`config.mk`:
```
export PLATFORM = sky130hd
export DESIGN_NAME = reflex_ctrl_flat
export DESIGN_NICKNAME = d
export VERILOG_FILES = /design/src/rtl/reflex_pkg.sv /design/src/rtl/reflex_if.sv /design/src/rtl/ms_tick_gen.sv /design/src/rtl/reflex_ctrl.sv /design/src/flat_wrapper.sv
export SDC_FILE = /design/constraint.sdc
export NUM_CORES = 1
export LEC_CHECK = 0
export ABC_AREA = 1
export CORE_MARGIN = 2
export CORE_UTILIZATION = 55
export DETAILED_ROUTE_END_ITERATION = 6
export PLACE_DENSITY_LB_ADDON = 0.08
export SYNTH_ARGS = -nofsm -noshare
export SYNTH_HDL_FRONTEND = slang
export SYNTH_SLANG_ARGS = --single-unit
```
`constraint.sdc`:
```
create_clock -name ck -period 2.7 [get_ports ck]
set_input_delay 0.81 -clock ck [delete_from_list [all_inputs] [get_ports ck]]
set_output_delay 0.81 -clock ck [all_outputs]
set_load 0.02 [all_outputs]
```
`src/rtl/reflex_pkg.sv`:
```
// Shared types and constants for the reflex_ctrl reaction-time sequencer.
package reflex_pkg;

    localparam int RESULT_W = 13;
    localparam logic [RESULT_W-1:0] BEST_INIT = 13'd8191;

    typedef enum logic [1:0] {
        IDLE  = 2'd0,
        DELAY = 2'd1,
        ARMED = 2'd2,
        DONE  = 2'd3
    } state_t;

endpackage

```
`src/rtl/reflex_if.sv`:
```
// Handshake and result bundle between reflex_ctrl and its stimulus/display side.
// Optional macro: BEST_TIME_EN adds the best_ms result.
interface reflex_if;
    import reflex_pkg::*;

    logic                start;
    logic                button;
    logic                led;
    logic                busy;
    logic                result_valid;
    logic [RESULT_W-1:0] result_ms;
    logic                timeout;
    logic                false_start;
`ifdef BEST_TIME_EN
    logic [RESULT_W-1:0] best_ms;
`endif

`ifdef BEST_TIME_EN
    modport master (output start, button,
                    input  led, busy, result_valid, result_ms, timeout, false_start, best_ms);
    modport slave  (input  start, button,
                    output led, busy, result_valid, result_ms, timeout, false_start, best_ms);
`else
    modport master (output start, button,
                    input  led, busy, result_valid, result_ms, timeout, false_start);
    modport slave  (input  start, button,
                    output led, busy, result_valid, result_ms, timeout, false_start);
`endif

endinterface

```
`src/rtl/ms_tick_gen.sv`:
```
// Millisecond prescaler: one-cycle tick every TICK_DIV enabled cycles.
module ms_tick_gen #(
    parameter int TICK_DIV = 100_000
) (
    input  logic ck,
    input  logic reset_n,
    input  logic clr,
    input  logic en,
    output logic tick
);

    localparam int PW = (TICK_DIV > 1) ? $clog2(TICK_DIV) : 1;
    localparam logic [PW-1:0] LAST = PW'(TICK_DIV - 1);

    logic [PW-1:0] cnt_q, cnt_d;

    assign tick = en && (cnt_q == LAST);

    // Clear has priority so a new phase always starts a full tick period.
    always_comb begin
        cnt_d = cnt_q;
        if (clr) begin
            cnt_d = '0;
        end else if (en) begin
            cnt_d = tick ? '0 : cnt_q + PW'(1);
        end
    end

    // Prescaler register.
    always_ff @(posedge ck or negedge reset_n) begin
        if (!reset_n) cnt_q <= '0;
        else          cnt_q <= cnt_d;
    end

endmodule

```
`src/rtl/reflex_ctrl.sv`:
```
// Reaction-time trial sequencer: pre-delay, LED stimulus, ms measurement.
// Optional macro: BEST_TIME_EN keeps the best valid result in best_ms.
//
// state | meaning
// IDLE  | waiting for first start after reset
// DELAY | pre-delay running, LED off, a press here is a false start
// ARMED | LED on, counting ms until press or timeout
// DONE  | result held until the next start
module reflex_ctrl
    import reflex_pkg::*;
#(
    parameter int TICK_DIV   = 100_000,
    parameter int DELAY_MS   = 2000,
    parameter int TIMEOUT_MS = 5000
) (
    input  logic    ck,
    input  logic    reset_n,
    reflex_if.slave bus
);

    localparam logic [RESULT_W-1:0] DELAY_LAST   = RESULT_W'(DELAY_MS - 1);
    localparam logic [RESULT_W-1:0] TIMEOUT_LAST = RESULT_W'(TIMEOUT_MS - 1);
    localparam logic [RESULT_W-1:0] TIMEOUT_VAL  = RESULT_W'(TIMEOUT_MS);

    state_t              state_q, state_d;
    logic [RESULT_W-1:0] ms_cnt_q, ms_cnt_d;
    logic [RESULT_W-1:0] result_ms_q, result_ms_d;
    logic                result_valid_q, result_valid_d;
    logic                timeout_q, timeout_d;
    logic                false_start_q, false_start_d;
    logic                led_q, led_d;
    logic                busy_q, busy_d;
    logic                tick, tick_en, tick_clr;
`ifdef BEST_TIME_EN
    logic [RESULT_W-1:0] best_ms_q, best_ms_d;
`endif

    assign tick_en  = (state_q == DELAY) || (state_q == ARMED);
    assign tick_clr = (state_d != state_q) && ((state_d == DELAY) || (state_d == ARMED));

    ms_tick_gen #(.TICK_DIV(TICK_DIV)) u_tick (
        .ck      (ck),
        .reset_n (reset_n),
        .clr     (tick_clr),
        .en      (tick_en),
        .tick    (tick)
    );

    // Next state, ms counter and result capture; button is checked before tick so it wins ties.
    always_comb begin
        state_d        = state_q;
        ms_cnt_d       = ms_cnt_q;
        result_ms_d    = result_ms_q;
        result_valid_d = result_valid_q;
        timeout_d      = timeout_q;
        false_start_d  = false_start_q;
`ifdef BEST_TIME_EN
        best_ms_d      = best_ms_q;
`endif
        case (state_q)
            IDLE: begin
                if (bus.start) state_d = DELAY;
            end
            DELAY: begin
                if (bus.button) begin
                    state_d       = DONE;
                    false_start_d = 1'b1;
                    result_ms_d   = '0;
                end else if (tick && (ms_cnt_q == DELAY_LAST)) begin
                    state_d = ARMED;
                end else if (tick) begin
                    ms_cnt_d = ms_cnt_q + RESULT_W'(1);
                end
            end
            ARMED: begin
                if (bus.button) begin
                    state_d        = DONE;
                    result_valid_d = 1'b1;
                    result_ms_d    = ms_cnt_q;
`ifdef BEST_TIME_EN
                    if (ms_cnt_q < best_ms_q) best_ms_d = ms_cnt_q;
`endif
                end else if (tick && (ms_cnt_q == TIMEOUT_LAST)) begin
                    state_d     = DONE;
                    timeout_d   = 1'b1;
                    result_ms_d = TIMEOUT_VAL;
                end else if (tick) begin
                    ms_cnt_d = ms_cnt_q + RESULT_W'(1);
                end
            end
            DONE: begin
                if (bus.start) begin
                    state_d        = DELAY;
                    result_valid_d = 1'b0;
                    timeout_d      = 1'b0;
                    false_start_d  = 1'b0;
                    result_ms_d    = '0;
                end
            end
            default: state_d = IDLE;
        endcase
        if (tick_clr) ms_cnt_d = '0;
        led_d  = (state_d == ARMED);
        busy_d = (state_d == DELAY) || (state_d == ARMED);
    end

    // State, counter and registered outputs.
    always_ff @(posedge ck or negedge reset_n) begin
        if (!reset_n) begin
            state_q        <= IDLE;
            ms_cnt_q       <= '0;
            result_ms_q    <= '0;
            result_valid_q <= 1'b0;
            timeout_q      <= 1'b0;
            false_start_q  <= 1'b0;
            led_q          <= 1'b0;
            busy_q         <= 1'b0;
        end else begin
            state_q        <= state_d;
            ms_cnt_q       <= ms_cnt_d;
            result_ms_q    <= result_ms_d;
            result_valid_q <= result_valid_d;
            timeout_q      <= timeout_d;
            false_start_q  <= false_start_d;
            led_q          <= led_d;
            busy_q         <= busy_d;
        end
    end

`ifdef BEST_TIME_EN
    // Best valid time survives trials; only reset restores it.
    always_ff @(posedge ck or negedge reset_n) begin
        if (!reset_n) best_ms_q <= BEST_INIT;
        else          best_ms_q <= best_ms_d;
    end
    assign bus.best_ms = best_ms_q;
`endif

    assign bus.led          = led_q;
    assign bus.busy         = busy_q;
    assign bus.result_valid = result_valid_q;
    assign bus.result_ms    = result_ms_q;
    assign bus.timeout      = timeout_q;
    assign bus.false_start  = false_start_q;

endmodule
```
`src/flat_wrapper.sv`:
```
// flat-port wrapper written by rule: the top's interface ports become plain ports
module reflex_ctrl_flat import reflex_pkg::*;
#(
    parameter int TICK_DIV   = 100_000,
    parameter int DELAY_MS   = 2000,
    parameter int TIMEOUT_MS = 5000
)
  (ck, reset_n, bus_start, bus_button, bus_led, bus_busy, bus_result_valid, bus_result_ms, bus_timeout, bus_false_start);
  reflex_if bus_i ();
  input  logic ck;
  input  logic reset_n;
  input wire logic [$bits(bus_i.start)-1:0] bus_start;
  input wire logic [$bits(bus_i.button)-1:0] bus_button;
  output wire logic [$bits(bus_i.led)-1:0] bus_led;
  output wire logic [$bits(bus_i.busy)-1:0] bus_busy;
  output wire logic [$bits(bus_i.result_valid)-1:0] bus_result_valid;
  output wire logic [$bits(bus_i.result_ms)-1:0] bus_result_ms;
  output wire logic [$bits(bus_i.timeout)-1:0] bus_timeout;
  output wire logic [$bits(bus_i.false_start)-1:0] bus_false_start;
  assign bus_i.start = bus_start;
  assign bus_i.button = bus_button;
  assign bus_led = bus_i.led;
  assign bus_busy = bus_i.busy;
  assign bus_result_valid = bus_i.result_valid;
  assign bus_result_ms = bus_i.result_ms;
  assign bus_timeout = bus_i.timeout;
  assign bus_false_start = bus_i.false_start;
  reflex_ctrl #(.TICK_DIV(TICK_DIV), .DELAY_MS(DELAY_MS), .TIMEOUT_MS(TIMEOUT_MS)) u_core (.ck(ck), .reset_n(reset_n), .bus(bus_i));
endmodule
```
# Yosys cells after proc, flatten, opt, wreduce, memory -nomap -nowiden
# Index checks and enable logic that the tools add are counted.
# Widths: inputs -> output; s select.
word_totals:
  wordCells: 76
  regBits: 50
  mem_count: 0
  ramBits: 0
  mem_bits_ro: 0
  latchBits: 0
  out_inout_bits: 18
classes:
  mul: 0
  n_div: 0
  bitwise: 0
  n_eq_ne: 19
  n_reduce_logical: 18
  add_sub_neg: 2
  mux: 28
  n_shift: 0
  magnitude_cmp: 0
op_table:
  columns: ["cell", "count"]
  rows:
  - ["$mux 13", 10]
  - ["$mux 17", 3]
  - ["$pmux 13 s3", 1]
  - ["$pmux 13 s2", 1]
  - ["$add 17x1->17 const B", 1]
  - ["$eq 17x17->1 const B", 1]
  - ["$add 13x1->13 const B", 1]
  - ["$eq 13x11->1 const B", 1]
  - ["$eq 13x13->1 const B", 1]
  - ["$ne 3x2->1 const B", 4]
  - ["$mux 2", 5]
  - ["$ne 2x2->1 const B", 5]
  - ["$reduce_and 4->1", 2]
  - ["$eq 2x2->1 const B", 3]
  - ["$pmux 1 s2", 3]
  - ["$pmux 2 s3", 1]
  - ["$reduce_and 3->1", 2]
  - ["$reduce_bool 2->1", 3]
  - ["$reduce_bool 3->1", 2]
  - ["$reduce_and 5->1", 1]
  - ["$eq 2x1->1 const B", 2]
  - ["$logic_and 1x1->1", 4]
  - ["$mux 1", 4]
  - ["$ne 3x3->1 const B", 1]
  - ["4 further kinds", 5]

# Longest topological paths before layout
logic_depth:
  word_depth: 12
  depth_mapped: 17
  depth_no_buf: 16

# By module
# A second synthesis with hierarchy kept.
hier_totals:
  cells_unflattened: 396
  hier_area_um2: 3098.0
by_module_without_submodules:
  columns: ["mod", "cells_per_inst", "seq_area_each_um2", "area_per_inst_um2", "instances"]
  rows:
  - ["reflex_ctrl", 231, 825.8, 1923.1, 1]
  - ["ms_tick_gen", 165, 425.4, 1174.9, 1]

# Worst setup path after synthesis
# Ideal clock, no wire load.
synth_timing:
  path_kind: "register to register"
  startpoint: "reg u_core.state_q[0]"
  endpoint: "reg u_core.ms_cnt_q[4]"
  stages_incl_launch_ff: 13
  path_slack_ns: 0.431
  period_less_slack_ns: 2.269
  setup_ns: 0.119
  n_path_buf: 2
  t_arrival_ns: 2.149
  path_cell_list: "dfrtp_1 -> inv_1 -> ha_1 -> buf_2 -> o311ai_0 -> nand2_1 -> inv_1 -> ha_1 -> inv_1 -> nand2_4 -> buf_12 -> inv_4 -> nor2_2"
synth_between:
  elab_chain_len: 12
  word_cells_on_any_way: 33
  classes_between: "eq/ne: 10; mux: 13; reduce/logical: 10"
synth_lines:
  columns: ["element", "line_no", "rtl"]
  rows:
  - ["start: declaration", "reflex_ctrl.sv:25", "state_t state_q, state_d;"]
  - ["start signal: assignment", "reflex_ctrl.sv:119", "state_q <= state_d;"]
  - ["$eq 2x1->1 or $eq 2x2->1 (tied branches)", "reflex_ctrl.sv:38, reflex_ctrl.sv:60", null]
  - ["$logic_or 1x1->1", "reflex_ctrl.sv:38", "assign tick_en = (state_q == DELAY) || (state_q == ARMED);"]
  - ["$logic_and 1x1->1", "ms_tick_gen.sv:17", "assign tick = en && (cnt_q == LAST);"]
  - ["$logic_and 1x1->1, on equally long branches", "reflex_ctrl.sv:83, reflex_ctrl.sv:69", null]
  - ["$mux 2, on equally long branches", "reflex_ctrl.sv:83, reflex_ctrl.sv:69", null]
  - ["$mux 2, on equally long branches", "reflex_ctrl.sv:76, reflex_ctrl.sv:65", null]
  - ["$pmux 2 s3 *", "reflex_ctrl.sv:60", "case (state_q)"]
  - ["net u_core.state_d[1]", "reflex_ctrl.sv:25", null]
  - ["$eq 2x1->1 or $eq 2x2->1 (tied branches)", null, null]
  - ["$logic_or 1x1->1 *", null, null]
  - ["net u_core.busy_d", "reflex_ctrl.sv:32", "logic busy_q, busy_d;"]
  - ["$logic_and 1x1->1 *", "reflex_ctrl.sv:39", "assign tick_clr = (state_d != state_q) && ((state_d == DELAY) || (state_d == ARMED));"]
  - ["$ne 3x2->1 (no line) or $reduce_bool 3->1 (tied branches)", null, null]
  - ["$reduce_and 5->1 (no line)", null, null]
  - ["end signal: assignment", "reflex_ctrl.sv:120", "ms_cnt_q <= ms_cnt_d;"]
  - ["end: declaration", "reflex_ctrl.sv:26", "logic [RESULT_W-1:0] ms_cnt_q, ms_cnt_d;"]
# Mark *: on every way through the listed nets, which the timed path passes. The rest lies on a longest branch. The select of a mux whose other input is x is not followed.
# A chain may end at the register's enable or synchronous reset.

# Worst setup path after layout
# Same ends and word-level chain as after synthesis.

==> flow_summary.yaml <==
outcome:
  outcome: "completed"
clock_tree:
  cts_tree: "built"
  insertion_delay_ns: 0.30
  root_buffer: "clkbuf_8"
  clkSinkCount: 50
  cts_buffers: 5
  cts.path.max_buffers: 2
  post_cts_buffers: 0
  htreeDepth: 2
  clkSlewWorstSetupHoldPaths_ns: 0.08
placed_design:
  gp_congestion: 0.864
  dp_hpwl_mm: 4.47
  post_dp_cell_area_mm2: 0.00339
  io_buffers: 21
detailed_routing:
  wire_per_inst_um: 12.3
  vias: 2645
  drc: 0
  drtPass1Iterations: 4
  postRouteAntennaNets: 0
  vias_per_cell: 5.23
  first_iter_violations: 85
  wirelength_mm: 6.21
layout:
  design_area_mm2: 0.00347
  area_delta_synth_final_pct: 12.0
  n_antenna_cell: 0
  nets: 447
  drive_gt1_share_pct: 8.99
  most-common-layout-cells: "nand2_1 (97), nand3_1 (65), inv_1 (51), dfrtp_1 (50), nor2_1 (32)"
  final_common_cell: "nand2_1"
pwr:
  leakagePower_nw: 1.69
  ir_drop_v: 0.00120
  p_per_area_mw_per_mm2: 923
sta:
  fmax_ghz: 0.408
  rsz0062_at_grt: "no"
  finClkSkew_ns: 0.00410
  tightest_slew_ns: 0.628
  setup_tns_ns: 0
  drv_slew: 0
  setup_violations: 0
  period_minus_slack_ns: 2.45
  fin_crit_sh_pct: 90.9
  slew_headroom_pct: 58.1
  hold_viol: 0
floorplan:
  dieArea_mm2: 0.00626
  fp.coreArea_mm2: 0.00547
  start_util_pct: 56.7
  rows: 27
  die_h_um: 79.1
  ios: 22
  fp.dieW_um: 79.1
worst_hold_path:
  min_from: "u_core.bus.result_ms[0]$_DFFE_PN0P_"
  hold_path_class: "reg2reg"
worst_setup_path:
  timing.rr.end: "u_core.ms_cnt_q[4]$_DFFE_PN0P_"
  r2r_slack_ns: 0.25
  path_class: "reg2reg"
  endpoint_kind: "register"
  crit_start: "u_core.state_q[0]$_DFF_PN0_"
  critPathLaunchType: "register"
  arrival_ns: 2.65
  cp.required_ns: 2.90
  r2r-start: "u_core.state_q[0]$_DFF_PN0_"
  reg2regPathDepth: 12
  crit_fanout: 50
  cp-endpoint: "u_core.ms_cnt_q[4]$_DFFE_PN0P_"
logic_synthesis:
  avgSynthCellArea_um2: 7.58
  yosysWarnings: 0
  synth_cell_types: 34
  syn_area_mm2: 0.00310
  ys_seq_elements: 50
  yosysSeqAreaShare_pct: 40.3
  synth.net_count: 421
  synthCells: 409
global_route:
  grt_start_max_net_pins: 51
  grt_pass1_vias: 2588
  grt_pass1_wl_mm: 11.1
  antenna_found_initial: 0
  grtUsageTotal_pct: 21.8
  gr-total-overflow: 0
run:
  drv_cap: 0
[kinds of logic after synthesis]
kind of cell             synth area share (%)
adder cells (fa/ha/maj)                  3.23
flip-flops                               40.3
XOR/XNOR                                 6.49
AND/OR/NAND/NOR                          34.0
AO/OA/AOI/OAI                            6.09
buffers and inverters                    9.84
[power breakdown]
group	leakage [nW]	switching [W]	internal, W
clock network	0.0431	0.000236	0.000198
registers	0.682	0.0000501	0.000852
logic	0.965	0.00127	0.000603
total	1.69	0.00155	0.00165
[sequential cells by signal, summed over array words and instances (netlist names)]
name                     count
u_core.bus.busy              1
u_core.bus.false_start       1
u_core.bus.led               1
u_core.bus.result_ms        13
u_core.bus.result_valid      1
u_core.bus.timeout           1
u_core.ms_cnt_q             13
u_core.state_q               2
u_core.u_tick.cnt_q         17
[repair_timing]
action | CTS | global route
setup endpoints to repair | 0 | 1
gates resized for setup | 0 | 1
hold buffers | 0 | 0
[area by class of cell]
cell class              instances  area [um2]
fillers                       503        2000
repair buffers                 32         300
multi-input cells             293        1550
inverters                      53         201
clock buffers                   6        82.6
flip-flops and latches         50        1250
well taps                      72        90.1
[synthesized netlist by cell type]
cell | instances | area [um2]
ha_1 | 8 | 100
buf_12 | 1 | 20.0
nor3_1 | 11 | 55.1
nand3_2 | 1 | 10.0
buf_6 | 4 | 45.0
xor2_1 | 20 | 175
nor3b_1 | 1 | 7.51
o21ai_0 | 15 | 75.1
nor2_1 | 33 | 124
nor4_1 | 3 | 18.8
a21oi_2 | 1 | 8.76
o31ai_1 | 7 | 52.6
nand2_1 | 97 | 364
nand4_1 | 5 | 31.3
nor4_2 | 1 | 12.5
nand3_1 | 65 | 325
nor2_2 | 8 | 50.1
o311ai_0 | 1 | 8.76
nand2_2 | 4 | 25.0
inv_1 | 51 | 191
o22ai_1 | 1 | 6.26
nand2_4 | 1 | 11.3
buf_2 | 6 | 30.0
o211ai_1 | 1 | 7.51
clkbuf_2 | 1 | 5.00
a21oi_1 | 2 | 10.0
dfrtp_1 | 50 | 1250
inv_4 | 1 | 6.26
clkbuf_1 | 1 | 3.75
nor3_2 | 2 | 20.0
xnor2_1 | 3 | 26.3
clkinv_1 | 1 | 3.75
a22oi_1 | 1 | 7.51
o31ai_2 | 1 | 12.5
[per-stage QoR]
stage	std cells	total power [W]	hold slack (ns)	util (%)	setup slack (ns)
CTS	506	0.00323	0.489	63.4	0.222
floorplan	409	0.00256	0.469	-	0.431
global route	506	0.00347	0.519	63.5	0.00647
finish	506	0.00321	0.484	63.5	0.246
global placement	500	0.00275	0.463	61.9	0.0936
detailed placement	500	0.00279	0.470	61.9	0.0277
[worst min-delay path by stage]
| stage | endpoint | slack, ns | cells past startpoint |
|---|---|---|---|
| after global placement | u_core.bus.result_ms[0]$_DFFE_PN0P_ | 0.46 | 2 |
| after global routing | u_core.bus.result_ms[5]$_DFFE_PN0P_ | 0.52 | 2 |
| after detailed placement | u_core.bus.result_ms[0]$_DFFE_PN0P_ | 0.47 | 2 |
| after CTS | u_core.bus.result_ms[1]$_DFFE_PN0P_ | 0.49 | 2 |
| after floorplan | u_core.u_tick.cnt_q[14]$_DFFE_PN0P_ | 0.47 | 2 |
| final | u_core.bus.result_ms[0]$_DFFE_PN0P_ | 0.48 | 2 |
[critical path, stage by stage, from the launching register on]
cell,delay (ns)
dfrtp_1,0.38
inv_1,0.13
ha_1,0.28
buf_4,0.22
o311ai_0,0.34
nand2_1,0.14
inv_1,0.10
ha_1,0.23
inv_1,0.11
nand2_4,0.06
buf_12,0.17
inv_4,0.12
nor2_2,0.04
[per-layer routing]
| layer | GRT usage (%) | share of wire (%) | wire length, um | vias to the layer above |
|---|---|---|---|---|
| li1 | - | - | - | 1361 |
| met4 | 9.14 | 1.9 | 116 | 0 |
| met2 | 37.5 | 47 | 2920 | 43 |
| met3 | 2.50 | 3.2 | 199 | 9 |
| met1 | 27.9 | 48 | 2980 | 1232 |
| met5 | 0 | 0 | 0 | - |
Power figures use the tool's default switching activity.
==> RTL change: new RTL, same flow settings <==
`RESULT_W`: 13 -> 17.
--- a/src/rtl/reflex_pkg.sv
+++ b/src/rtl/reflex_pkg.sv
@@ -3,3 +3,3 @@
 
-    localparam int RESULT_W = 13;
+    localparam int RESULT_W = 17;
     localparam logic [RESULT_W-1:0] BEST_INIT = 13'd8191;
Interface: changed (resized bus_result_ms); port bits go from 22 to 26. No check against the original RTL was run, so the function may have changed too.
==> RTL change against the original RTL <==
Routed wire length up 29%; synthesized cell count up 16%; area after synthesis up 13%; sequential cell count up 8; design area up 19%; total power up 26%; worst setup slack worse by 0.067 ns; critical path type unchanged; largest cell class unchanged.
==> RTL change: results (changes against the original RTL) <==
metric,value,unit,change
DR pass1 iterations,5,,+1
sequential share of the synthesized area,0.413,,+0.00986
sequential power,0.00102,W,+13%
Post-Synth Adder-Cell Area,0.0285,,-0.00377
xor/xnor share of the synthesized area,0.0773,,+0.0124
LEAKAGE,2.02,nW,+20%
Worst Hold Class,register to register,,
slew margin rel.,0.508,,-0.0727
r2r endpoint,u_core.u_tick.cnt_q[16]$_DFFE_PN0P_,,
Synth cell types,29,,-15%
most instantiated cells after synthesis,"nand2_1 (111), nand3_1 (74), dfrtp_1 (58)",,
# nets final,520,,+16%
Skew-Pair Late Insertion Delay,0.33,ns,+0.03 ns
Hold Crit Endpoint,u_core.bus.result_ms[11]$_DFFE_PN0P_,,
First DRT Iteration DRCs,190,,+120%
maximum clock frequency,397,MHz,-2.6%
vias in the first global route,2887,,+12%
hpwl dp,5.45,mm,+22%
syn nets,487,,+16%
Psw,0.00184,W,+19%
Hold Crit Start,u_core.bus.result_ms[11]$_DFFE_PN0P_,,
port bufs,25,,+19%
global-route wire length before repair,13.5,mm,+21%
status,"finished, final reports clean",,
FF-to-FF path depth,17,,+5
layout cells sized above 1,0.0975,,+0.00760
largest net degree at the start of global routing,59,,+16%
hold_ws,0.484,ns,+0.000212 ns
Worst path max stage delay,0.35,ns,-0.03 ns
GR Util All Layers,0.238,,+0.0196
htree depth,3,,+1
complex-gate fraction of the synthesized area,0.0492,,-0.0117
DR vias,3098,,+17%
Routed WL,8.04,mm,+29%
power share of the clock group,0.187,,+0.052
GP Congestion,0.957,,+11%
pre-CTS WS,0.0397,ns,+0.0120 ns
CTS buffer count,9,,+4
flop-to-flop setup slack,0.18,ns,-0.07 ns
worst endpoint data arrival time,2.74,ns,+0.09 ns
"delay-heaviest family, CP",simple AND/OR/NAND/NOR gates,,
Worst VDD drop,1190,µV,-1.2%
## RTL change: through the flow
stage	std cells	area [µm²]	power (W)	util
2_1_floorplan	475	3510	0.00256	-
3_3_place_gp	573	3880	0.00296	0.619
3_5_place_dp	573	3880	0.00299	0.619
4_1_cts	589	4080	0.00375	0.649
5_1_grt	590	4130	0.00433	0.658
6_report	590	4130	0.00404	0.658
## RTL change: timing repair
action,CTS,global route
hold endpoints to repair,0,0
setup endpoints to repair,0,28
gates resized for setup,0,7
## RTL change: layout make-up
| cell class | instances | area, µm² |
|---|---|---|
| flip-flops and latches | 58 | 1450 |
| clock inverters | 4 | 25.0 |
| clock buffers | 12 | 165 |
| repair buffers | 42 | 419 |
| fillers | 538 | 2150 |
| multi-input cells | 337 | 1750 |
| well taps | 77 | 96.3 |
| inverters | 60 | 225 |
## RTL change: metal layers
metal,GRT usage,vias to the layer above,wire (µm)
li1,-,1589,-
met1,0.337,1415,3890
met2,0.364,89,3630
met3,0.0554,5,459
met4,0.0733,0,57
met5,0,-,0
